===== config.mk =====
export PLATFORM = sky130hd
export DESIGN_NAME = hash_cmd_queue_flat
export DESIGN_NICKNAME = d
export VERILOG_FILES = /design/src/rtl/hash_cmd_queue_if.sv /design/src/rtl/hash_cmd_queue.sv /design/src/flat_wrapper.sv
export SDC_FILE = /design/constraint.sdc
export NUM_CORES = 1
export LEC_CHECK = 0
export ABC_AREA = 1
export BUFFER_PORTS_ARGS = -buffer_cell sky130_fd_sc_hd__buf_4
export CAP_MARGIN = 5
export CORE_ASPECT_RATIO = 1.75
export CORE_MARGIN = 3
export CORE_UTILIZATION = 60
export CTS_BUF_LIST = sky130_fd_sc_hd__clkbuf_4 sky130_fd_sc_hd__clkbuf_8
export CTS_CLUSTER_DIAMETER = 120
export DETAILED_ROUTE_END_ITERATION = 12
export GPL_TIMING_DRIVEN = 0
export PLACE_DENSITY = 0.81
export SETUP_SLACK_MARGIN = 0.4
export SLEW_MARGIN = 20
export SYNTH_ARGS = -nofsm -noshare
export SYNTH_HDL_FRONTEND = slang
export SYNTH_SLANG_ARGS = --single-unit

===== constraint.sdc =====
create_clock -name clk -period 3 [get_ports clk]
set_clock_uncertainty 0.1 [all_clocks]
set_input_delay 0.6 -clock clk [delete_from_list [all_inputs] [get_ports clk]]
set_output_delay 0.6 -clock clk [all_outputs]
set_load 0.01 [all_outputs]

===== src/rtl/hash_cmd_queue_if.sv =====
// Handshake bundle between the producer, the command queue and the hash block.
// The queue uses the slave modport; the producer/hash-block side uses master.
interface hash_cmd_queue_if #(
    parameter int num_size = 10,
    parameter int ptr_bits = 2
);
    logic                in_valid;
    logic                in_ready;
    logic [1:0]          in_mode;
    logic [num_size-1:0] in_num;
    logic [1:0]          mode;
    logic [num_size-1:0] num;
    logic                cmplt;
    logic                busy;
    logic [ptr_bits:0]   count;
    logic                err;

    modport slave (
        input  in_valid, in_mode, in_num, cmplt,
        output in_ready, mode, num, busy, count, err
    );

    modport master (
        output in_valid, in_mode, in_num, cmplt,
        input  in_ready, mode, num, busy, count, err
    );
endinterface


===== src/rtl/hash_cmd_queue.sv =====
// Command FIFO in front of the hash block: issues one command at a time as a
// single-cycle mode pulse, waits for cmplt, and aborts with err on timeout.
//
// state    | meaning
// ---------+------------------------------------------------------------
// ST_IDLE  | nothing in flight; pops the FIFO head when count != 0
// ST_ISSUE | mode pulse cycle; wait timer loaded
// ST_WAIT  | waiting for cmplt; timer expiry aborts with err
module hash_cmd_queue #(
    parameter int num_size = 10,
    parameter int depth    = 4,
    parameter int ptr_bits = 2,
    parameter int timeout  = 64
) (
    input logic            clk,
    input logic            rst,
    hash_cmd_queue_if.slave bus
);
    typedef enum logic [1:0] {
        ST_IDLE  = 2'd0,
        ST_ISSUE = 2'd1,
        ST_WAIT  = 2'd2
    } state_t;

    // Down-counter holds the WAIT cycles remaining after the current one.
    localparam int cnt_bits = (timeout > 2) ? $clog2(timeout - 1) : 1;
    localparam logic [cnt_bits-1:0] wait_load = cnt_bits'(timeout - 2);
    localparam logic [ptr_bits:0]   full_cnt  = (ptr_bits + 1)'(depth);

    state_t                state_q, state_d;
    logic [ptr_bits-1:0]   wr_ptr_q, wr_ptr_d;
    logic [ptr_bits-1:0]   rd_ptr_q, rd_ptr_d;
    logic [ptr_bits:0]     count_q, count_d;
    logic [1:0]            mode_q, mode_d;
    logic [num_size-1:0]   num_q, num_d;
    logic                  err_q, err_d;
    logic [cnt_bits-1:0]   wait_q, wait_d;
    logic [num_size+1:0]   fifo_q [depth];
    logic [num_size+1:0]   fifo_d [depth];
    logic                  push;
    logic                  pop;

    always_comb begin
        state_d  = state_q;
        wr_ptr_d = wr_ptr_q;
        rd_ptr_d = rd_ptr_q;
        count_d  = count_q;
        mode_d   = 2'b00;
        num_d    = num_q;
        err_d    = 1'b0;
        wait_d   = wait_q;
        fifo_d   = fifo_q;
        pop      = 1'b0;
        // A full queue refuses pushes even on a cycle that also pops.
        push     = bus.in_valid && (count_q != full_cnt) && (bus.in_mode != 2'b00);

        case (state_q)
            ST_IDLE: begin
                if (count_q != '0) begin
                    pop               = 1'b1;
                    {mode_d, num_d}   = fifo_q[rd_ptr_q];
                    rd_ptr_d          = rd_ptr_q + 1'b1;
                    state_d           = ST_ISSUE;
                end
            end
            ST_ISSUE: begin
                wait_d  = wait_load;
                state_d = bus.cmplt ? ST_IDLE : ST_WAIT;
            end
            ST_WAIT: begin
                if (bus.cmplt) begin
                    state_d = ST_IDLE;
                end else if (wait_q == '0) begin
                    state_d = ST_IDLE;
                    err_d   = 1'b1;
                end else begin
                    wait_d = wait_q - 1'b1;
                end
            end
            default: state_d = ST_IDLE;
        endcase

        if (push) begin
            fifo_d[wr_ptr_q] = {bus.in_mode, bus.in_num};
            wr_ptr_d         = wr_ptr_q + 1'b1;
        end

        case ({push, pop})
            2'b10:   count_d = count_q + 1'b1;
            2'b01:   count_d = count_q - 1'b1;
            default: count_d = count_q;
        endcase
    end

    always_ff @(posedge clk) begin
        if (rst) begin
            state_q  <= ST_IDLE;
            wr_ptr_q <= '0;
            rd_ptr_q <= '0;
            count_q  <= '0;
            mode_q   <= 2'b00;
            num_q    <= '0;
            err_q    <= 1'b0;
            wait_q   <= '0;
        end else begin
            state_q  <= state_d;
            wr_ptr_q <= wr_ptr_d;
            rd_ptr_q <= rd_ptr_d;
            count_q  <= count_d;
            mode_q   <= mode_d;
            num_q    <= num_d;
            err_q    <= err_d;
            wait_q   <= wait_d;
            fifo_q   <= fifo_d;
        end
    end

    assign bus.in_ready = (count_q != full_cnt);
    assign bus.mode     = mode_q;
    assign bus.num      = num_q;
    assign bus.busy     = (state_q == ST_ISSUE) || (state_q == ST_WAIT);
    assign bus.count    = count_q;
    assign bus.err      = err_q;
endmodule


===== src/flat_wrapper.sv =====
// flat-port wrapper written by rule: the top's interface ports become plain ports
module hash_cmd_queue_flat 
#(
    parameter int num_size = 10,
    parameter int depth    = 4,
    parameter int ptr_bits = 2,
    parameter int timeout  = 64
)
  (clk, rst, bus_in_valid, bus_in_mode, bus_in_num, bus_cmplt, bus_in_ready, bus_mode, bus_num, bus_busy, bus_count, bus_err);
  hash_cmd_queue_if #(.num_size(num_size), .ptr_bits(ptr_bits)) bus_i ();
  input logic clk;
  input logic rst;
  input wire logic [$bits(bus_i.in_valid)-1:0] bus_in_valid;
  input wire logic [$bits(bus_i.in_mode)-1:0] bus_in_mode;
  input wire logic [$bits(bus_i.in_num)-1:0] bus_in_num;
  input wire logic [$bits(bus_i.cmplt)-1:0] bus_cmplt;
  output wire logic [$bits(bus_i.in_ready)-1:0] bus_in_ready;
  output wire logic [$bits(bus_i.mode)-1:0] bus_mode;
  output wire logic [$bits(bus_i.num)-1:0] bus_num;
  output wire logic [$bits(bus_i.busy)-1:0] bus_busy;
  output wire logic [$bits(bus_i.count)-1:0] bus_count;
  output wire logic [$bits(bus_i.err)-1:0] bus_err;
  assign bus_i.in_valid = bus_in_valid;
  assign bus_i.in_mode = bus_in_mode;
  assign bus_i.in_num = bus_in_num;
  assign bus_i.cmplt = bus_cmplt;
  assign bus_in_ready = bus_i.in_ready;
  assign bus_mode = bus_i.mode;
  assign bus_num = bus_i.num;
  assign bus_busy = bus_i.busy;
  assign bus_count = bus_i.count;
  assign bus_err = bus_i.err;
  hash_cmd_queue #(.num_size(num_size), .depth(depth), .ptr_bits(ptr_bits), .timeout(timeout)) u_core (.clk(clk), .rst(rst), .bus(bus_i));
endmodule

* Yosys cells after proc, flatten, opt, wreduce, memory -nomap -nowiden *
Cells that the tools add are included.

cells by class
  add/sub/neg operators = 5
  multipliers = 0
  div/mod/pow operators = 0
  order comparisons = 3
  equality and inequality tests = 9
  shift operators = 0
  multiplexer cells = 18
  bitwise logic cells = 6
  reduce and logical (&&, ||, !) cells = 16

operators by type and width
  kind                                                        number
  bitwise mux 48 bit                                          1
  2-to-1 mux 12 bit                                           3
  binary-select mux 12 bit (select 2 bit)                     1
  demux 12 bit (select 2 bit)                                 1
  2-to-1 mux 6 bit                                            2
  one-hot mux 6 bit (2 select lines)                          1
  2-to-1 mux 2 bit                                            4
  >= comparator 3 bit, second input constant                  2
  logical NOT 6 bit                                           1
  inverter 2 -> 3 bit                                         2
  one-hot mux 2 bit (3 select lines)                          1
  one-hot mux 3 bit (2 select lines)                          1
  AND reduction 2 bit                                         3
  nonzero test 2 bit                                          3
  OR reduction 3 bit                                          2
  subtractor 6 x 1 -> 6 bit, second input constant            1
  adder 2 x 1 -> 2 bit, second input constant                 2
  equality test 2 x 1 -> 1 bit, second input constant         2
  equality test 2 bit, second input constant                  2
  != test 2 bit, second input constant                        2
  inverter 1 bit                                              4
  adder 3 x 1 -> 3 bit, second input constant                 1
  logical AND 1 bit                                           3
  less-than comparator 3 x 1 -> 1 bit, second input constant  1
  other kinds (9)                                             11

storage, ports and cells
  flip-flop bits (word level) = 76
  latch bits = 0
  RAM bits = 0
  ROM bits = 0
  input bits = 16
  output and inout bits = 18
  logic and storage cells = 69
  memories kept = 0

* Logic depth before layout (Yosys ltp) *
  depth in word-level cells = 6
  depth in mapped cells = 12
  gate-level depth less buffers = 11

* Least setup slack after synthesis *
OpenSTA, ideal clock, no wires.

  kind = register to register
  from = reg u_core.state_q[0]
  to = reg u_core.count_q[2], in the netlist u_core.bus.count[2]
  setup time = 0.122 ns
  data arrival time = 1.887 ns
  setup slack = 0.891 ns
  cell stages (with the launch flop) = 13
  period minus slack after synthesis = 2.109 ns
  cell sequence = dfxtp_1 > inv_1 > ha_1 > inv_1 > nor2_4 > buf_6 > ha_1 > inv_1 > fa_1 > a21oi_1 > o21ai_0 > o21ai_0 > a21oi_1

on the way
  word-level cells in the longest chain between the ends = 4

ends and longest elaborated chain
  item                                                                      RTL line               source
  start: declaration                                                        hash_cmd_queue.sv:30   state_t state_q, state_d;
  start signal: assignment                                                  hash_cmd_queue.sv:106  state_q <= state_d;
  logical NOT 2 bit *                                                       hash_cmd_queue.sv:57   case (state_q)
  2-to-1 mux 1 bit *                                                        hash_cmd_queue.sv:57
  equality test 2 x 1 -> 1 bit or equality test 2 bit (tied branches)       hash_cmd_queue.sv:88   case ({push, pop})
  one-hot mux 3 bit (2 select lines) or nonzero test 2 bit (tied branches)  -
  end signal: assignment                                                    hash_cmd_queue.sv:109  count_q <= count_d;
  end: declaration                                                          hash_cmd_queue.sv:33   logic [ptr_bits:0] count_q, count_d;

Mark *: on every way between the ends. The rest lies on a longest branch, timed or not.
A chain may end at the register's enable or synchronous reset.

* Final worst setup path *
Same ends and word-level chain as after synthesis.

==> results.cfg <==
[hold_path]
hold_depth = 1
hold_path_class = flop to flop

[floorplanning]
die-area_mm2 = 0.006329
die_h_um = 103.0
io_pins = 34
core.rowCount = 34
initial_core_util_pct = 63.21
core_mm2 = 0.005105
die_w_um = 61.44

[global_route]
grt_first_pass_wirelength_mm = 10.22
overflow = 0
track_usage_pct = 23.00
antenna_found_initial = 0
grt_pass1_vias = 2157
grt_max_degree = 13

[timing]
worstMarginPinSlew_ns = 0.7953
hold_viol = 0
slew_headroom_pct = 46.92
min_period_ns = 2.231
clock.fmax_mhz = 448.2
tns_ns = 0
setup_violations = 0
whs_ns = 0.3419
post-route-period-util_pct = 74.36
slew_violations = 0
rsz0062_at_grt = no

[detailed_routing]
wl_met2_mm = 3.698
postRouteAntennaNets = 0
wl_met3_um = 374
drc = 0
first_pass_iters = 4
highest_layer = met4
vias_per_cell = 5.681
wl_met1_mm = 2.393
post_drt_wl_per_cell_um = 16.33
drt_iter0_markers = 107
vias = 2295
drt-total-wl_mm = 6.596

[yosys]
postSynthAreaPerCell_um2 = 10.72
async_flop_share_pct = 0
synth_ff_type = edfxtp_1
synth_commonest_cells = edfxtp_1 (48), nor2_1 (47), o21ai_0 (31)
yosysMostFrequentCell = edfxtp_1
synthCells = 301
synth_top_family_by_area = compound AO/OA/AOI/OAI gates
synth_top_area_share_pct = 44.67
synth.cell_area_mm2 = 0.003227
ys_seq_area_share_pct = 62.04
post_synth_xor_area_fraction_pct = 0
synth_area_leaders = edfxtp_1 (45%), dfxtp_1 (17%), nor2_1 (5.5%)
synthSimpleGateAreaFrac_pct = 13.03
synth_compound_area_share_pct = 14.23
synth_cell_types = 27
yosys.area.top_type = edfxtp_1
synthAdderAreaFrac_pct = 4.886
synth_nets = 329
synth-edff-count = 48
synth.area.mux_share_pct = 0
yosys_warnings = 0
ys_ff_latch = 76

[outcome]
status = completed

[layout]
nFillCells = 359
area_growth_pct = 15.12
nNetsFinal = 373
antennaDiodeCount = 0
layout-drive-gt1-share_pct = 22.29
instances_no_fill = 404

[setup_path]
cp-end-kind = flop
worst_ep_arrival_time_ns = 2.35
critical_path_required_ns = 3.12
criticalPathCategory = flop to flop
start_kind = flop
worstRegToRegCells = 12
cp_max_fo = 10

[power_and_ir_drop]
internal_power_uw = 2087
p_leak_uw = 0.001444
swShare_pct = 36.89
p_comb_share_pct = 39.1
ir_worst_vdd_mv = 0.6013
pwr-share-seq_pct = 41.2
powerDensity_mw_per_mm2 = 890.0
power_frac_clock_pct = 19.6
p_sw_uw = 1220

[clocking]
cts-buffers-inserted = 9
cts_setup_buffers = 0
cts_hold_buf = 0
cts_htree_levels = 3
path_clk_slew_ns = 0.07
cts_resized = 0
clockBufferDepth = 2
cts_tree = yes
numClockSinks = 76
cts_root_buf = clkbuf_8
clk_latency_ns = 0.34

[run]
max_cap_violations = 0

[placement]
hpwl_mm = 4.557
io_buffers = 32
gp_congestion = 0.8346
dp_cells = 387
## sequential cells by signal (all words and copies together), names as in the netlist
name and count:
u_core.bus.count 3, u_core.bus.err 1, u_core.bus.mode 2, u_core.bus.num 10
u_core.fifo_q 48, u_core.rd_ptr_q 2, u_core.state_q 2, u_core.wait_q 6
u_core.wr_ptr_q 2
## routing by layer
layer  vias to the layer above  GRT usage [%]
met3                        11          5.388
met5                         -              0
met4                         0          8.824
li1                       1129              -
met2                        72          42.74
met1                      1083          23.93
## area by class of cell
| cell class | instances | area (um^2) | share of cell area [%] |
|---|---|---|---|
| sequential | 76 | 2002 | 53.89 |
| clock inverter | 6 | 31.28 | 0.8420 |
| timing repair buffer | 33 | 247.7 | 6.669 |
| buffer | 12 | 81.33 | 2.189 |
| tap | 54 | 67.56 | 1.819 |
| multi-input combinational | 185 | 1047 | 28.19 |
| inverter | 28 | 106.4 | 2.863 |
| clock buffer | 10 | 131.4 | 3.537 |
## logic make-up after synthesis
group | after synthesis
simple gates | 92
compound gates | 81
flops | 76
buf+inv | 40
fa+ha+maj | 12
## metrics by stage
step	utilization, %	setup WS [ns]	cell area (um^2)	total power (uW)
after floorplan	-	0.8909	3227	2253
after global placement	69.24	0.5613	3535	2603
after detailed placement	69.29	0.5194	3537	2660
after CTS	72.48	0.5504	3700	3296
after global routing	72.77	0.5448	3715	3521
final	72.77	0.7691	3715	3306
## path summary, 6_finish.rpt
check / end / slack, ns / from
worst max-delay path: u_core.bus.count[2]$_SDFFE_PP0P_ / 0.77 / u_core.state_q[0]$_SDFFE_PP0P_
worst min-delay path: u_core.wait_q[0]$_SDFFE_PP0P_ / 0.34 / u_core.wait_q[0]$_SDFFE_PP0P_
worst max register to register: u_core.bus.count[2]$_SDFFE_PP0P_ / 0.77 / u_core.state_q[0]$_SDFFE_PP0P_
worst min register to register: u_core.wait_q[0]$_SDFFE_PP0P_ / 0.34 / u_core.wait_q[0]$_SDFFE_PP0P_
## layout by cell type (no fill, tap or decap), types with 2 or more instances in the layout
cell type / count
a21oi_1: 20
a21oi_2: 7
buf_2: 4
buf_4: 35
buf_6: 3
clkbuf_1: 2
clkbuf_8: 9
clkinv_2: 5
dfxtp_1: 28
edfxtp_1: 48
ha_1: 11
inv_1: 27
nand2_1: 20
nand2_4: 2
nand3_1: 15
nor2_1: 43
nor2_2: 6
o21a_1: 11
o21ai_0: 31
o21ai_1: 12
## critical path, stage by stage, from the launching register on
cell and delay (ns):
dfxtp_1 0.33, inv_1 0.11, ha_1 0.18, inv_1 0.07
nor2_4 0.09, buf_6 0.16, ha_1 0.15, inv_1 0.07
fa_1 0.39, a21oi_1 0.15, o21ai_0 0.11, o21ai_0 0.17
a21oi_1 0.06
## power groups by stage
stage                     sequential [uW]  clock, uW  combinational, uW
after detailed placement             1380          0               1270
after CTS                            1360        652               1280
final                                1360        649               1290
after global routing                 1380        706               1440
after global placement               1380          0               1220
after floorplan                      1400          0                854
(Power assumes the default switching activity.)
